$ cat src/rtl/calc_mport_engine_if.sv
// calc_mport_engine_if: request/response bus of the N-port calculator engine
// Signals (port p occupies [p*W +: W]):
//   req_cmd/req_tag/req_data  master -> slave  command, tag, operand1 then operand2
//   port_full                 slave -> master  port queue cannot accept a new command
//   out_resp/out_data/out_tag slave -> master  one-cycle response with echoed tag
interface calc_mport_engine_if #(
  parameter int NUM_PORTS = 4,
  parameter int DATA_W = 32,
  parameter int TAG_W = 2
);
  logic [NUM_PORTS*4-1:0] req_cmd;
  logic [NUM_PORTS*TAG_W-1:0] req_tag;
  logic [NUM_PORTS*DATA_W-1:0] req_data;
  logic [NUM_PORTS-1:0] port_full;
  logic [NUM_PORTS*2-1:0] out_resp;
  logic [NUM_PORTS*DATA_W-1:0] out_data;
  logic [NUM_PORTS*TAG_W-1:0] out_tag;
  modport master (output req_cmd, req_tag, req_data, input port_full, out_resp, out_data, out_tag);
  modport slave (input req_cmd, req_tag, req_data, output port_full, out_resp, out_data, out_tag);
endinterface

$ cat src/rtl/calc_mport_engine.sv
// calc_mport_engine: N-port calculator with per-port capture FSM and FIFO, round-robin arbiter, shared registered ALU
// Ports: c_clk (rising edge), reset (synchronous, active-high),
//        bus (slave modport): req_* in, port_full and out_* registered out.
module calc_mport_engine #(
  parameter int NUM_PORTS = 4,
  parameter int DATA_W = 32,
  parameter int TAG_W = 2,
  parameter int FIFO_DEPTH = 4
) (
  input logic c_clk,
  input logic reset,
  calc_mport_engine_if.slave bus
);
  localparam int AW = $clog2(FIFO_DEPTH);
  localparam int SW = $clog2(DATA_W);
  localparam int PW = NUM_PORTS > 1 ? $clog2(NUM_PORTS) : 1;
  localparam int EW = 4 + TAG_W + 2 * DATA_W;
  typedef enum logic {IDLE, OP2} st_t;
  st_t r_st [NUM_PORTS];
  logic [3:0] r_cmd [NUM_PORTS];
  logic [TAG_W-1:0] r_tag [NUM_PORTS];
  logic [DATA_W-1:0] r_op1 [NUM_PORTS];
  logic [EW-1:0] r_mem [NUM_PORTS][FIFO_DEPTH];
  logic [AW-1:0] r_wp [NUM_PORTS];
  logic [AW-1:0] r_rp [NUM_PORTS];
  logic [AW:0] r_cnt [NUM_PORTS];
  logic [AW:0] w_cnt_n [NUM_PORTS];
  logic [NUM_PORTS-1:0] r_full, w_start, w_push, w_pop;
  logic [PW-1:0] r_last, w_gnt, w_idx;
  logic w_gnt_v;
  logic [3:0] w_c;
  logic [TAG_W-1:0] w_t;
  logic [DATA_W-1:0] w_a, w_b, w_res;
  logic [DATA_W:0] w_sum;
  logic [1:0] w_resp;
  logic [NUM_PORTS*2-1:0] r_resp;
  logic [NUM_PORTS*DATA_W-1:0] r_data;
  logic [NUM_PORTS*TAG_W-1:0] r_otag;
  always_comb begin
    for (int p = 0; p < NUM_PORTS; p++) begin
      w_start[p] = r_st[p] == IDLE && bus.req_cmd[p*4 +: 4] != 4'd0 && !r_full[p];
      w_push[p] = r_st[p] == OP2;
      w_pop[p] = w_gnt_v && w_gnt == PW'(p);
      w_cnt_n[p] = r_cnt[p] + (AW+1)'(w_push[p]) - (AW+1)'(w_pop[p]);
    end
  end
  // Scan from the farthest port back to the nearest so the port right after r_last wins.
  always_comb begin
    w_gnt_v = 1'b0;
    w_gnt = r_last;
    w_idx = r_last;
    for (int i = NUM_PORTS; i >= 1; i--) begin
      w_idx = PW'((int'(r_last) + i) % NUM_PORTS);
      if (r_cnt[w_idx] != '0) begin
        w_gnt_v = 1'b1;
        w_gnt = w_idx;
      end
    end
  end
  always_comb begin
    {w_c, w_t, w_a, w_b} = r_mem[w_gnt][r_rp[w_gnt]];
    w_sum = {1'b0, w_a} + {1'b0, w_b};
    w_resp = w_c == 4'd1 ? (w_sum[DATA_W] ? 2'd2 : 2'd1)
           : w_c == 4'd2 ? (w_b > w_a ? 2'd2 : 2'd1)
           : (w_c == 4'd5 || w_c == 4'd6) ? 2'd1 : 2'd3;
    w_res = w_resp != 2'd1 ? '0
          : w_c == 4'd1 ? w_sum[DATA_W-1:0]
          : w_c == 4'd2 ? w_a - w_b
          : w_c == 4'd5 ? w_a << w_b[SW-1:0] : w_a >> w_b[SW-1:0];
  end
  always_ff @(posedge c_clk) begin
    if (reset) begin
      r_last <= PW'(NUM_PORTS - 1);
      r_resp <= '0;
      r_data <= '0;
      r_otag <= '0;
      r_full <= '0;
      for (int p = 0; p < NUM_PORTS; p++) begin
        r_st[p] <= IDLE;
        r_wp[p] <= '0;
        r_rp[p] <= '0;
        r_cnt[p] <= '0;
      end
    end else begin
      r_resp <= '0;
      r_data <= '0;
      r_otag <= '0;
      if (w_gnt_v) begin
        r_last <= w_gnt;
        r_resp[w_gnt*2 +: 2] <= w_resp;
        r_data[w_gnt*DATA_W +: DATA_W] <= w_res;
        r_otag[w_gnt*TAG_W +: TAG_W] <= w_t;
      end
      for (int p = 0; p < NUM_PORTS; p++) begin
        r_st[p] <= w_start[p] ? OP2 : IDLE;
        if (w_start[p]) begin
          r_cmd[p] <= bus.req_cmd[p*4 +: 4];
          r_tag[p] <= bus.req_tag[p*TAG_W +: TAG_W];
          r_op1[p] <= bus.req_data[p*DATA_W +: DATA_W];
        end
        if (w_push[p]) begin
          r_mem[p][r_wp[p]] <= {r_cmd[p], r_tag[p], r_op1[p], bus.req_data[p*DATA_W +: DATA_W]};
          r_wp[p] <= r_wp[p] + 1'b1;
        end
        if (w_pop[p]) r_rp[p] <= r_rp[p] + 1'b1;
        r_cnt[p] <= w_cnt_n[p];
        // Counts the entry being assembled so a started command always finds room on push.
        r_full[p] <= w_cnt_n[p] + (AW+1)'(w_start[p]) == (AW+1)'(FIFO_DEPTH);
      end
    end
  end
  assign bus.port_full = r_full;
  assign bus.out_resp = r_resp;
  assign bus.out_data = r_data;
  assign bus.out_tag = r_otag;
endmodule

$ cat src/flat_wrapper.sv
// flat-port wrapper written by rule: the top's interface ports become plain ports
module calc_mport_engine_flat 
#(
  parameter int NUM_PORTS = 4,
  parameter int DATA_W = 32,
  parameter int TAG_W = 2,
  parameter int FIFO_DEPTH = 4
)
  (c_clk, reset, bus_req_cmd, bus_req_tag, bus_req_data, bus_port_full, bus_out_resp, bus_out_data, bus_out_tag);
  calc_mport_engine_if #(.NUM_PORTS(NUM_PORTS), .DATA_W(DATA_W), .TAG_W(TAG_W)) bus_i ();
  input logic c_clk;
  input logic reset;
  input wire logic [$bits(bus_i.req_cmd)-1:0] bus_req_cmd;
  input wire logic [$bits(bus_i.req_tag)-1:0] bus_req_tag;
  input wire logic [$bits(bus_i.req_data)-1:0] bus_req_data;
  output wire logic [$bits(bus_i.port_full)-1:0] bus_port_full;
  output wire logic [$bits(bus_i.out_resp)-1:0] bus_out_resp;
  output wire logic [$bits(bus_i.out_data)-1:0] bus_out_data;
  output wire logic [$bits(bus_i.out_tag)-1:0] bus_out_tag;
  assign bus_i.req_cmd = bus_req_cmd;
  assign bus_i.req_tag = bus_req_tag;
  assign bus_i.req_data = bus_req_data;
  assign bus_port_full = bus_i.port_full;
  assign bus_out_resp = bus_i.out_resp;
  assign bus_out_data = bus_i.out_data;
  assign bus_out_tag = bus_i.out_tag;
  calc_mport_engine #(.NUM_PORTS(NUM_PORTS), .DATA_W(DATA_W), .TAG_W(TAG_W), .FIFO_DEPTH(FIFO_DEPTH)) u_core (.c_clk(c_clk), .reset(reset), .bus(bus_i));
endmodule
$ cat config.mk
export PLATFORM = sky130hd
export DESIGN_NAME = calc_mport_engine_flat
export DESIGN_NICKNAME = d
export VERILOG_FILES = /design/src/rtl/calc_mport_engine_if.sv /design/src/rtl/calc_mport_engine.sv /design/src/flat_wrapper.sv
export SDC_FILE = /design/constraint.sdc
export NUM_CORES = 2
export LEC_CHECK = 0
export CAP_MARGIN = 20
export CORE_ASPECT_RATIO = 0.8
export CORE_MARGIN = 2
export CORE_UTILIZATION = 25
export CTS_CLUSTER_SIZE = 16
export DETAILED_ROUTE_END_ITERATION = 16
export PLACE_DENSITY_LB_ADDON = 0.1
export REMOVE_ABC_BUFFERS = 1
export SETUP_SLACK_MARGIN = 0.05
export SLEW_MARGIN = 20
export SYNTH_ARGS = -nofsm -noshare
export SYNTH_HDL_FRONTEND = slang
export SYNTH_SLANG_ARGS = --single-unit
$ cat constraint.sdc
create_clock -name c_clk -period 8.65 [get_ports c_clk]
set_clock_uncertainty 0.05 [all_clocks]
set_input_delay 1.2975 -clock c_clk [delete_from_list [all_inputs] [get_ports c_clk]]
set_output_delay 1.2975 -clock c_clk [all_outputs]
set_load 0.01 [all_outputs]
==> Word-level counts from Yosys, hierarchy flattened <==
Memories as Yosys holds them, arrays and structs flattened.
Cells that the tools add are included.
{ "word_totals": {"regBits": 150, "latchBits": 0, "mem_bits_rw": 1304, "rom_bits": 0, "in_bits": 154, "output_inout_bits": 148, "wordCells": 217, "mem_count": 8} }
{ "op_classes": {"n_addsub": 28, "multipliers": 0, "n_div": 0, "n_lt_le_gt_ge": 10, "n_eq_ne": 12, "n_shift": 7, "n_mux": 87, "bitwise_logic": 29, "reduce_logical": 31} }
{ "memory_table": {"columns": ["memory", "words", "width", "rd", "rd_ports_with_merged_regs", "wr", "line_no", "text"], "rows": [
  ["u_core.r_mem", 4, 280, 1, 0, 4, "calc_mport_engine.sv:23", "logic [EW-1:0] r_mem [NUM_PORTS][FIFO_DEPTH];"],
  ["u_core.r_op1", 4, 32, 4, 0, 4, "calc_mport_engine.sv:22", "logic [DATA_W-1:0] r_op1 [NUM_PORTS];"],
  ["u_core.r_cmd", 4, 4, 4, 0, 4, "calc_mport_engine.sv:20", "logic [3:0] r_cmd [NUM_PORTS];"],
  ["u_core.r_cnt", 4, 3, 8, 0, 4, "calc_mport_engine.sv:26", "logic [AW:0] r_cnt [NUM_PORTS];"],
  ["u_core.r_rp", 4, 2, 5, 0, 4, "calc_mport_engine.sv:25", "logic [AW-1:0] r_rp [NUM_PORTS];"],
  ["u_core.r_tag", 4, 2, 4, 0, 4, "calc_mport_engine.sv:21", "logic [TAG_W-1:0] r_tag [NUM_PORTS];"],
  ["+2 memories", null, null, null, null, null, null, null]
]} }
{ "op_table": {"columns": ["cell", "n"], "rows": [
  ["two-way mux 280 bit", 4],
  ["demux 70 bit (select 2 bit)", 4],
  ["two-way mux 70 bit", 6],
  ["binary-select mux 70 bit (select 2 bit)", 1],
  ["AND 128 bit", 1],
  ["two-way mux 32 bit", 4],
  ["variable shift 32 x 34 -> 128 bit (first input constant)", 1],
  ["variable part select 32 x 34 -> 128 bit", 1],
  ["variable part select 2 x 34 -> 8 bit", 2],
  ["two-way mux 1 bit", 47],
  ["two-way mux 2 bit", 17],
  ["negator 3 -> 34 bit", 1],
  ["negator 7 -> 34 bit", 1],
  ["variable shift 2 x 34 -> 8 bit (first input constant)", 1],
  ["adder 32 x 32 -> 33 bit", 1],
  ["greater-than comparator 32 bit", 1],
  ["<< shifter 32 x 5 -> 32 bit", 1],
  ["right shift 32 x 5 -> 32 bit", 1],
  ["subtractor 32 bit", 1],
  ["adder 3 x 1 -> 3 bit", 8],
  ["adder 2 x 1 -> 2 bit (second input constant)", 10],
  ["AND 8 bit", 2],
  ["logical AND 1 bit", 16],
  ["bitwise OR 1 bit", 16],
  ["20 further kinds", 56]
]} }

==> Logic depth before layout (Yosys ltp) <==
An unclocked memory read counts as a cell.
{ "depth": {"depth_word": 21, "depth_mapped": 34, "mapped_depth_nobuf": 24} }

==> Least setup slack after synthesis <==
Ideal clock, no wire load.
{ "synth_path": {"path_kind": "reg2reg", "from": "register u_core.r_last[1]", "to": "register u_core.r_data[29] (netlist: u_core.bus.out_data[29])", "setup_time_ns": 0.070, "arrival_time_ns": 7.539, "required_time_ns": 8.530, "slack_ns": 0.991, "path_stages_with_launch": 35, "period_less_slack_ns": 7.659, "cell_sequence": "dfxtp_1 > buf_6 > or4_1 > o32ai_1 > a211oi_4 > inv_4 > buf_8 > buf_8 > buf_6 > buf_6 > buf_6 > buf_4 > buf_2 > buf_1 > mux4_2 > nand2_1 > a21oi_1 > or2_2 > ha_1 > clkbuf_1 > a21o_1 > a21oi_1 > nor2_1 > o21ai_0 > nand2b_1 > a221o_1 > a311oi_1 > o31ai_1 > a311oi_2 > or2_2 > buf_2 > nand2b_1 > buf_2 > buf_2 > a21oi_1"} }
{ "synth_between": {"elab_chain_len": 21, "elab_cells_between_ends": 49, "cone_classes": "7 x add/sub; 1 x order compare; 5 x eq/ne; 4 x shift; 20 x mux; 3 x bitwise; 6 x reduce/logical; 3 x memory"} }
{ "synth_rtl": {"columns": ["element", "line_no", "text"], "rows": [
  ["from (decl)", "calc_mport_engine.sv:29", "logic [PW-1:0] r_last, w_gnt, w_idx;"],
  ["from (signal assigned)", "calc_mport_engine.sv:73", "r_last <= PW'(NUM_PORTS - 1);"],
  ["from (signal assigned)", "calc_mport_engine.sv:89", "r_last <= w_gnt;"],
  ["parallel branches: the longest is 21 deep, another holds memory read (4 x 3 bit)", null, null],
  ["to (signal, indexed assignment)", "calc_mport_engine.sv:91", "r_data[w_gnt*DATA_W +: DATA_W] <= w_res;"],
  ["to (decl)", "calc_mport_engine.sv:37", "logic [NUM_PORTS*DATA_W-1:0] r_data;"]
]} }
Parallel ways; which one is timed is not known. The select of a mux whose other input is x is not followed.
A chain may end at the register's enable or synchronous reset.

==> summary.md <==
| Metric | Value |
|---|---|
| Outcome | `finished, final reports clean` |
| Total Neg Setup Slack | `0 ps` |
| First-pass GRT wire length | `about 320000 um` |
| Synthesized cell area | `about 60000 um^2` |
| Number of routed nets with antenna violations | `0` |
| Clock Tree Root | `clkbuf_16` |
| Final wirelength | `230100 um` |
| R2r setup slk | `490 ps` |
| Initial Utilization | `0.2506` |
| Tcrit/Tclk final | `0.9431` |
| Final Slew Violations | `0` |
| Core area | `between 200000 and 250000 um^2` |
| Largest fanout on the critical path | `18` |
| Class of the worst hold path | `flip-flop to flip-flop` |
| # IOs | `~300` |
| Beginning of the worst hold path | `u_core.bus.port_full[3]` |
| Synthesis-to-finish area growth | `20.30%` |
| CP Capture Point | `u_core.bus.out_data[95]` |
| Pre-CTS WS | `between 300 and 400 ps` |
| Mean Syn Cell Area | `15.43 um^2` |
| CP arrival | `a little under 9000 ps` |
| CTS sink cnt | `around 1500` |
| TritonCTS buffer count | `167` |
| # nets final | `4596` |
| Post-synth ARST share | `0` |
| Syn. warnings | `0` |
| Register bit total from synthesis | `1456` |
| TritonCTS clock tree | `yes` |
| Final Hold Viols | `0` |
| Worst r2r src | `u_core.r_cnt[1][2]` |
| Post-layout util | `0.3015` |
| Worst-Margin Slew | `about 1100 ps` |
| Antenna violations before repair | `16` |
| Setup crit start kind | `flip-flop` |
| GR peak layer | `met2` |
| Wire per inst | `approximately 30 um` |
| Crit. End Element | `flip-flop` |
| RSZ-0062 raised after global routing | `false` |
| Reg-to-Reg End | `u_core.bus.out_data[95]` |
| Mean number of vias per cell | `between 4 and 5` |
| Met3 Use GR | `0.02476` |
| FMAX | `roughly 0.12 GHz` |
| Setup CP Type | `flip-flop to flip-flop` |
| Synthesized netlist cell count | `between 3000 and 4000` |
| Port bufs | `between 300 and 400` |
| WP data required | `roughly 9300 ps` |
| Number of global-route vias before repair | `~38000` |
| Worst Setup SP | `u_core.r_cnt[1][2]` |
| Via count | `~38000` |
| Final Wtd Congestion | `a little under 1` |
| Minimum clock period | `around 8000 ps` |
| Pre-antenna DRT Iters | `6` |
| Yosys cell types | `94` |
| H-tree depth | `4` |
| Met2 Resource Use GR | `0.2810` |
| Width of the die | `about 560 um` |
| EDFF count, synth | `1288` |
| Longest Clk Path Bufs | `4` |
| Final setup margin | `491.9 ps` |
| Die area | `~250000 um^2` |
| Relative slew slack | `0.2525` |
| R2r worst-path depth | `21` |
| Die H | `roughly 450 um` |
| Post-DP HPWL | `around 150000 um` |
| Share of the synthesized area in the top cell type | `0.6350` |
| Grt total ovfl | `0` |
| CTS clk-pin slew, worst paths | `around 60 ps` |
| Leading area contributor after synthesis | `edfxtp_1` |
| Hold buffers post-CTS | `0` |
| Finish-stage setup viols | `0` |
| Clk_lat worst skew | `between 800 and 900 ps` |
| Largest net degree at the start of global routing | `110` |
| Max-cap violation count | `0` |
| M1 GR Usage | `0.2731` |
| Synth area leaders | `edfxtp_1 64%, mux4_2 8.4%, dfxtp_1 5.5%, a21oi_1 2.5%, ha_1 2.1%` |
| Part of the Yosys area used for sequential elements | `0.6903` |
| Gr usage total | `0.1825` |
| Site Rows | `between 150 and 200` |
| Number of remaining DRC errors | `0` |
| Share of cells above drive strength 1 | `0.1623` |
| DRT iter0 DRCs | `roughly 3700` |
| Synth Flop Type | `edfxtp_1` |
## Yosys cell counts (all sizes together), types with 31 or more instances
| cell | instances |
|---|---|
| a211oi | 31 |
| a21oi | 304 |
| a221oi | 63 |
| and2 | 40 |
| and3 | 33 |
| buf | 134 |
| clkbuf | 100 |
| dfxtp | 168 |
| edfxtp | 1288 |
| ha | 101 |
| inv | 97 |
| mux2i | 113 |
| mux4 | 231 |
| nand2 | 321 |
| nand3 | 34 |
| nor2 | 229 |
| nor3 | 92 |
| o21ai | 131 |
| or2 | 44 |
## cell families (layout without fill, tap and decap cells)
family	count (synthesis)	in the layout	synth area share
AND/OR/NAND/NOR	895	895	0.06814
other	0	1	0
XOR/XNOR	31	31	0.004458
flip-flops	1456	1456	0.6903
adder cells (fa/ha/maj)	107	107	0.02272
multiplexers	351	351	0.1055
buffers and inverters	331	843	0.02566
AO/OA/AOI/OAI	777	777	0.08324
## layer usage
layer / wire length (um) / vias up
li1: - / 16180
met1: 112100 / 19840
met2: 102600 / 1277
met3: 11060 / 298
met4: 4234 / 6
met5: 33 / -
## worst min path at each step
stage | end | slack (ps) | cells after the start
after floorplan | u_core.r_mem[0][102] | 410 | 0
after global placement | u_core.r_st[3] | 420 | 1
after detailed placement | u_core.r_mem[1][242] | 440 | 0
after CTS | u_core.r_mem[2][52] | 450 | 0
after global routing | u_core.r_mem[2][206] | 480 | 0
final | u_core.r_st[3] | 450 | 1
## critical path, stage by stage, from the launching register on
cell and delay, ps:
dfxtp_1 340, nor3_4 350, o32ai_1 190, a211oi_4 310, buf_4 370, mux4_4 940, buf_4 340, buf_4 240
mux2i_1 150, mux2i_2 680, ha_1 480, inv_1 290, nand3_1 140, nor3_1 580, o2111a_1 350, nor3_1 120
o41a_1 420, o31ai_2 500, a21oi_1 130, or3_1 410, a311oi_2 490, nor2_1 80
## per-stage QoR
stage | hold WS (ps) | cell area (um^2) | instances
3_3_place_gp | 420.7 | 68040 | 7364
6_report | 450.8 | 73270 | 7659
3_5_place_dp | 438.0 | 68050 | 7364
5_1_grt | 475.7 | 73270 | 7658
4_1_cts | 447.9 | 73260 | 7658
2_1_floorplan | 408.7 | 59710 | 3714
## cell type report
| class | instances | area [um^2] |
|---|---|---|
| Timing Repair Buffer | 452 | 4217 |
| Clock buffer | 205 | 4417 |
| Multi-Input combinational cell | 2161 | 17410 |
| Sequential cell | 1456 | 42040 |
| Fill cell | 24040 | 169800 |
| Antenna cell | 1 | 2.502 |
| Clock inverter | 89 | 794.5 |
| Inverter | 97 | 387.9 |
| Tap cell | 3198 | 4001 |
## registers in the layout, indices dropped and copies added (netlist names), 8 cells and up, named ones only
register and count:
u_core.r_cmd 16, u_core.r_rp 8, u_core.r_tag 8, u_core.bus.out_tag 8
u_core.bus.out_data 128, u_core.r_op1 128, u_core.bus.out_resp 8, u_core.r_wp 8
u_core.r_cnt 12, u_core.r_mem 1120
## placed cells by master (no fill, tap or decap), drive strengths merged, types with 34 or more instances in the layout
master         count
a21oi            304
a221oi            63
and2              40
buf              152
clkbuf           205
clkdlybuf4s50    300
clkinv            61
dfxtp            168
edfxtp          1288
ha               101
inv              105
mux2i            113
mux4             231
nand2            321
nand3             34
nor2             229
nor3              92
o21ai            131
or2               44
## repair_timing
action | CTS | global route
endpoints found under the hold margin | 0 | 0
buffers inserted | 0 | 0
endpoints found under the setup margin | 0 | 7
gates resized for setup | 0 | 1
Power is not shown: default switching activity piles up to over one toggle a cycle in this logic, so the estimate is an artifact.
